==> config.mk <==
export PLATFORM = sky130hd
export DESIGN_NAME = pito_prog_loader
export DESIGN_NICKNAME = d
export VERILOG_FILES = /design/src/rtl/pito_pkg.sv /design/src/rtl/pito_prog_loader.sv
export SDC_FILE = /design/constraint.sdc
export NUM_CORES = 1
export LEC_CHECK = 0
export ABC_AREA = 1
export ABC_CLOCK_PERIOD_IN_PS = 2650
export CAP_MARGIN = 30
export CORE_UTILIZATION = 45
export CTS_CLUSTER_SIZE = 16
export DETAILED_ROUTE_END_ITERATION = 6
export DONT_BUFFER_PORTS = 1
export GPL_ROUTABILITY_DRIVEN = 0
export MAX_ROUTING_LAYER = met4
export PLACE_DENSITY = 0.56
export RECOVER_POWER = 50
export SLEW_MARGIN = 10
export SYNTH_ARGS = -nofsm -noshare
export SYNTH_HDL_FRONTEND = slang
export SYNTH_SLANG_ARGS = --single-unit
==> constraint.sdc <==
create_clock -name pito_io_clk -period 2.65 [get_ports pito_io_clk]
set_clock_uncertainty 0.15 [all_clocks]
set_input_delay 0.3975 -clock pito_io_clk [delete_from_list [all_inputs] [get_ports pito_io_clk]]
set_output_delay 0.3975 -clock pito_io_clk [all_outputs]
set_load 0.01 [all_outputs]
==> src/rtl/pito_pkg.sv <==
// Shared types and constants for the pito program loader.
package pito_pkg;

    // Loader FSM states.
    typedef enum logic [2:0] {
        StIdle     = 3'd0,
        StHoldPre  = 3'd1,
        StLoad     = 3'd2,
        StHoldPost = 3'd3,
        StDone     = 3'd4
    } pito_ld_state_e;

    // Target memory select encodings for mode_i; 2'b00 is illegal.
    localparam logic [1:0] PITO_LD_IMEM = 2'b01;
    localparam logic [1:0] PITO_LD_DMEM = 2'b10;
    localparam logic [1:0] PITO_LD_BOTH = 2'b11;

    // Default number of core-reset cycles around the write burst.
    localparam int unsigned PITO_HOLD_CYC = 4;

endpackage

==> src/rtl/pito_prog_loader.sv <==
// Streams a program image into imem and/or dmem while holding the core in reset,
// then releases the core after a fixed guard interval.
module pito_prog_loader
    import pito_pkg::*;
#(
    parameter int unsigned DATA_W     = 32,
    parameter int unsigned IMEM_DEPTH = 1024,
    parameter int unsigned DMEM_DEPTH = 1024,
    parameter int unsigned HOLD_CYC   = PITO_HOLD_CYC
) (
    input  logic                          pito_io_clk,
    input  logic                          pito_io_rst_n,
    // Command
    input  logic                          start_i,
    input  logic [1:0]                    mode_i,
    input  logic [31:0]                   base_i,
    input  logic [31:0]                   count_i,
    // Stream
    input  logic                          s_valid_i,
    output logic                          s_ready_o,
    input  logic [DATA_W-1:0]             s_data_i,
    input  logic                          s_last_i,
    // Memories
    output logic                          imem_w_en_o,
    output logic [$clog2(IMEM_DEPTH)-1:0] imem_addr_o,
    output logic [DATA_W-1:0]             imem_data_o,
    output logic                          dmem_w_en_o,
    output logic [$clog2(DMEM_DEPTH)-1:0] dmem_addr_o,
    output logic [DATA_W-1:0]             dmem_data_o,
    // Status
    output logic                          core_rst_n_o,
    output logic                          busy_o,
    output logic                          done_o,
    output logic                          err_o,
    output logic [DATA_W-1:0]             csum_o
);

    localparam int unsigned ImemAw = $clog2(IMEM_DEPTH);
    localparam int unsigned DmemAw = $clog2(DMEM_DEPTH);
    localparam int unsigned HoldW  = (HOLD_CYC > 1) ? $clog2(HOLD_CYC) : 1;
    localparam logic [HoldW-1:0] HoldLast = HoldW'(HOLD_CYC - 1);

    pito_ld_state_e r_state, w_state_d;

    logic [1:0]        r_mode;
    logic [31:0]       r_count;
    logic [31:0]       r_idx;
    logic [ImemAw-1:0] r_icur;
    logic [DmemAw-1:0] r_dcur;
    logic [HoldW-1:0]  r_hold;
    logic              r_imem_we;
    logic              r_dmem_we;
    logic [ImemAw-1:0] r_imem_addr;
    logic [DmemAw-1:0] r_dmem_addr;
    logic [DATA_W-1:0] r_wdata;
    logic [DATA_W-1:0] r_csum;
    logic              r_err;
    logic              r_core_rst_n;

    logic [32:0] w_end;
    logic        w_illegal;
    logic        w_go;
    logic        w_bad_cmd;
    logic        w_accept;
    logic        w_final;
    logic        w_hold_wrap;
    logic        w_sel_imem;
    logic        w_sel_dmem;

    // Command legality: end address checked at 33 bits so base+count cannot wrap.
    assign w_end     = {1'b0, base_i} + {1'b0, count_i};
    assign w_illegal = (mode_i == 2'b00)
                    || (((mode_i == PITO_LD_IMEM) || (mode_i == PITO_LD_BOTH))
                        && (w_end > 33'(IMEM_DEPTH)))
                    || (((mode_i == PITO_LD_DMEM) || (mode_i == PITO_LD_BOTH))
                        && (w_end > 33'(DMEM_DEPTH)));

    assign w_sel_imem  = (r_mode == PITO_LD_IMEM) || (r_mode == PITO_LD_BOTH);
    assign w_sel_dmem  = (r_mode == PITO_LD_DMEM) || (r_mode == PITO_LD_BOTH);
    assign w_final     = (r_idx == r_count - 32'd1);
    assign w_hold_wrap = (r_hold == HoldLast);

    // State register.
    always_ff @(posedge pito_io_clk or negedge pito_io_rst_n) begin
        if (!pito_io_rst_n) begin
            r_state <= StIdle;
        end else begin
            r_state <= w_state_d;
        end
    end

    // Next-state and handshake decode.
    always_comb begin
        w_state_d = r_state;
        w_go      = 1'b0;
        w_bad_cmd = 1'b0;
        w_accept  = 1'b0;
        case (r_state)
            StIdle: begin
                if (start_i) begin
                    if (w_illegal) begin
                        w_bad_cmd = 1'b1;
                    end else begin
                        w_go      = 1'b1;
                        w_state_d = StHoldPre;
                    end
                end
            end
            StHoldPre: begin
                if (w_hold_wrap) begin
                    w_state_d = (r_count == 32'd0) ? StHoldPost : StLoad;
                end
            end
            StLoad: begin
                if (s_valid_i) begin
                    w_accept = 1'b1;
                    if (w_final) begin
                        w_state_d = StHoldPost;
                    end else if (s_last_i) begin
                        // Early end of stream: abandon the load, core stays in reset.
                        w_state_d = StIdle;
                    end
                end
            end
            StHoldPost: begin
                if (w_hold_wrap) begin
                    w_state_d = StDone;
                end
            end
            StDone: begin
                w_state_d = StIdle;
            end
            default: begin
                w_state_d = StIdle;
            end
        endcase
    end

    // Datapath: command latch, write pipeline, checksum, error and core reset.
    always_ff @(posedge pito_io_clk or negedge pito_io_rst_n) begin
        if (!pito_io_rst_n) begin
            r_mode       <= 2'b00;
            r_count      <= '0;
            r_idx        <= '0;
            r_icur       <= '0;
            r_dcur       <= '0;
            r_hold       <= '0;
            r_imem_we    <= 1'b0;
            r_dmem_we    <= 1'b0;
            r_imem_addr  <= '0;
            r_dmem_addr  <= '0;
            r_wdata      <= '0;
            r_csum       <= '0;
            r_err        <= 1'b0;
            r_core_rst_n <= 1'b0;
        end else begin
            r_imem_we <= w_accept && w_sel_imem;
            r_dmem_we <= w_accept && w_sel_dmem;

            if (r_state == StHoldPre || r_state == StHoldPost) begin
                r_hold <= w_hold_wrap ? '0 : r_hold + HoldW'(1);
            end else begin
                r_hold <= '0;
            end

            if (w_go) begin
                r_mode       <= mode_i;
                r_count      <= count_i;
                r_idx        <= '0;
                r_icur       <= base_i[ImemAw-1:0];
                r_dcur       <= base_i[DmemAw-1:0];
                r_csum       <= '0;
                r_err        <= 1'b0;
                r_core_rst_n <= 1'b0;
            end

            if (w_bad_cmd) begin
                r_csum <= '0;
                r_err  <= 1'b1;
            end

            if (w_accept) begin
                r_idx       <= r_idx + 32'd1;
                r_icur      <= r_icur + ImemAw'(1);
                r_dcur      <= r_dcur + DmemAw'(1);
                r_imem_addr <= r_icur;
                r_dmem_addr <= r_dcur;
                r_wdata     <= s_data_i;
                r_csum      <= r_csum + s_data_i;
                // last must coincide exactly with the count-th word.
                if (w_final != s_last_i) begin
                    r_err <= 1'b1;
                end
            end

            if (w_state_d == StDone) begin
                r_core_rst_n <= 1'b1;
            end
        end
    end

    assign s_ready_o    = (r_state == StLoad);
    assign busy_o       = (r_state != StIdle);
    assign done_o       = (r_state == StDone);
    assign imem_w_en_o  = r_imem_we;
    assign dmem_w_en_o  = r_dmem_we;
    assign imem_addr_o  = r_imem_addr;
    assign dmem_addr_o  = r_dmem_addr;
    assign imem_data_o  = r_wdata;
    assign dmem_data_o  = r_wdata;
    assign csum_o       = r_csum;
    assign err_o        = r_err;
    assign core_rst_n_o = r_core_rst_n;

endmodule

==> impl_metrics.py <==
metrics = {
    "job": {
        "maxCapViolCount": 0,
    },
    "yosys": {
        "synth_top_area_cell": "dfrtp_1",
        "syn_area_um2": 13500,
        "synth_flop_cell": "dfrtp_1",
        "synth_commonest_cells": "nand2_1 (716), nor2_1 (239), inv_1 (230), dfrtp_1 (179), nand3_1 (143)",
        "syn_avg_cell_area_um2": 6.57,
        "netlist_instances": 2063,
        "async_flop_share_pct": 100,
        "yosysWarningCount": 0,
        "synth.area.top_cells": "dfrtp_1 (33%), nand2_1 (20%), nor2_1 (6.6%), ha_1 (6.4%), inv_1 (6.4%)",
        "ys_seq_area_share_pct": 33.1,
        "syn_nets": 2237,
        "synth.most_common_cell": "nand2_1",
        "ys_ff_latch": 179,
        "ys_types": 48,
        "yosys.area.top_type_share_pct": 33.1,
        "synth_edf_count": 0,
    },
    "floorplanning": {
        "io_pins": 226,
        "chipHeight_um": 176,
        "rows": 63,
        "core_um2": 29600,
        "die_area_um2": 30800,
        "initial_core_util_pct": 45.7,
        "die_x_um": 176,
    },
    "grt": {
        "antenna_found_initial": 0,
        "grt_overflow_total": 0,
        "grt_max_degree": 180,
        "grt_pass1_vias": 13400,
        "grt_usage_pct": 27.2,
        "grt_pass1_wl_um": 65800,
    },
    "sta": {
        "finalHoldViolations": 179,
        "rsz0062_at_grt": "true",
        "min_period_ns": 2.54,
        "finalWorstSetupSlack_ns": 0.114,
        "slew_viol_final": 0,
        "clock.fmax_mhz": 394,
        "whs_ns": -0.508,
        "relSlewSlack_pct": 59.5,
        "period_share_pct": 95.7,
        "worstMarginPinSlew_ns": 0.607,
        "fin_tns_setup_ns": 0,
        "setup_viol": 0,
    },
    "place": {
        "dp_cells": 2510,
        "io_buffer_count": 0,
        "dp_hpwl_um": 30700,
        "pre_cts_ws_ns": -0.401,
    },
    "drt": {
        "drt_iter0_drc": 936,
        "ant_nets": 0,
        "post-route-drc-count": 0,
        "firstDrtPassIters": 5,
        "wl_um": 40900,
        "via_per_inst": 5.22,
        "wl_per_cell_um": 15.6,
        "vias": 13700,
    },
    "clock_tree": {
        "htreeDepth": 4,
        "cts.sinks": 179,
        "cts_buffers": 17,
        "clkLatencyLatePin_ns": 0.46,
        "path_clk_slew_ns": 0.08,
        "ctsHoldBuffers": 69,
        "cts_tree": "built",
        "ctsLongestPathBuffers": 2,
        "root_buffer": "clkbuf_16",
    },
    "power_and_ir_drop": {
        "ir_drop_uv": 378,
        "leakage_nw": 8.82,
        "cellPowerDensity_nw_per_um2": 386,
    },
    "critical_path": {
        "r2r_slack_ns": 0.11,
        "worst-setup-path-type": "flip-flop to flip-flop",
        "cp-start-kind": "flip-flop",
        "crit_required_ns": 2.86,
        "critPathMaxFanout": 3,
        "critPathCaptureType": "flip-flop",
        "cp_data_arrival_time_ns": 2.75,
    },
    "cells_and_area": {
        "drive_above_1_share_pct": 12.3,
        "fin_cells": 2621,
        "finalNetCount": 2392,
        "utilization_pct": 55.6,
        "areaGrowthSynthToFinish_pct": 21.7,
        "fill_cells": 2944,
        "diodes": 0,
    },
    "hold_path": {
        "hold_class": "primary input to async pin",
    },
    "outcome": {
        "outcome": "finished, violations left",
        "violations": "hold timing",
    },
}
==> worst paths after layout <==
path | startpoint | to | depth (start not counted)
worst min register to register | r_hold[0]$_DFF_PN0_ | r_hold[0]$_DFF_PN0_ | 1
worst max register to register | csum_o[0]$_DFFE_PN0P_ | csum_o[22]$_DFFE_PN0P_ | 13
min in group pito_io_clk | s_last_i | err_o$_DFF_PN0_ | 3
worst max-delay path | csum_o[0]$_DFFE_PN0P_ | csum_o[22]$_DFFE_PN0P_ | 13
max in group asynchronous | pito_io_rst_n | r_idx[1]$_DFFE_PN0P_ | 0
worst min-delay path | pito_io_rst_n | dmem_data_o[0]$_DFFE_PN0P_ | 0
==> state kept, by name (all words and copies together), names as in the netlist, 3 cells and up <==
signal,flops
r_idx,32
r_count,32
r_state,3
r_icur,10
imem_addr_o,10
r_dcur,10
dmem_data_o,32
csum_o,32
dmem_addr_o,10
==> power by group <==
part / internal [W] / switching, W
Combinational: 0.000413 / 0.000532
Sequential: 0.00273 / 0.0000000286
Clock: 0.00144 / 0.00125
==> cells in the final DEF, fill, tap and decap left out, drive strengths merged, types with 29 or more instances in the layout <==
cell / instances
nor3: 31
inv: 241
o21ai: 109
ha: 69
xor2: 40
nor2: 241
nand3: 145
nand2: 718
nand4: 29
dfrtp: 179
a21oi: 83
buf: 142
dlygate4sd3: 69
==> timing repair <==
action	in CTS	in global routing
resized for setup	11	88
setup endpoints to repair	13	102
hold endpoints to repair	247	179
setup buffers	0	3
gates cloned	0	7
pin swaps	4	19
==> cell families after synthesis <==
family / count (synthesis) / share of synthesized area [%]
and+or+nand+nor: 1193 / 36.0
buffers and inverters: 316 / 10.1
AOI/OAI and AO/OA: 241 / 9.94
DFF: 179 / 33.1
adders and majority gates: 71 / 6.67
xor gates and xnor gates: 63 / 4.17
==> per-stage QoR <==
step / cell area, um^2 / total power (W)
finish: 16500 / 0.00636
global route: 16500 / 0.00663
CTS: 16000 / 0.00639
detailed placement: 14700 / 0.00359
global placement: 14700 / 0.00359
floorplan: 13600 / 0.00331
==> per-layer routing <==
layer | global-route usage, % | share of wire [%] | vias to the layer above
met5 | - | 0 | -
met4 | 7.03 | 1.8 | 0
met3 | 4.20 | 5.3 | 57
met2 | 46.4 | 48 | 411
met1 | 33.5 | 44 | 6316
li1 | - | - | 6887
==> critical path, stage by stage, from the launching register on <==
cell	delay, ns
dfrtp_1	0.41
ha_4	0.18
fa_2	0.34
nand2_2	0.08
o21ai_2	0.07
a21oi_2	0.21
o21ai_1	0.13
a21o_1	0.20
a21oi_2	0.16
o21ai_0	0.12
buf_4	0.15
nand2_1	0.05
nand2_1	0.04
o21ai_0	0.15
==> area by class of cell <==
cell class	instances	area, um^2	share of cell area, %
multi-input cells	1568	8000	48.5
flip-flops and latches	179	4480	27.2
repair buffers	218	2020	12.2
inverters	234	887	5.38
well taps	390	488	2.96
clock buffers	17	425	2.58
clock inverters	15	186	1.13
No activity file was read; power rests on OpenSTA's default activity.
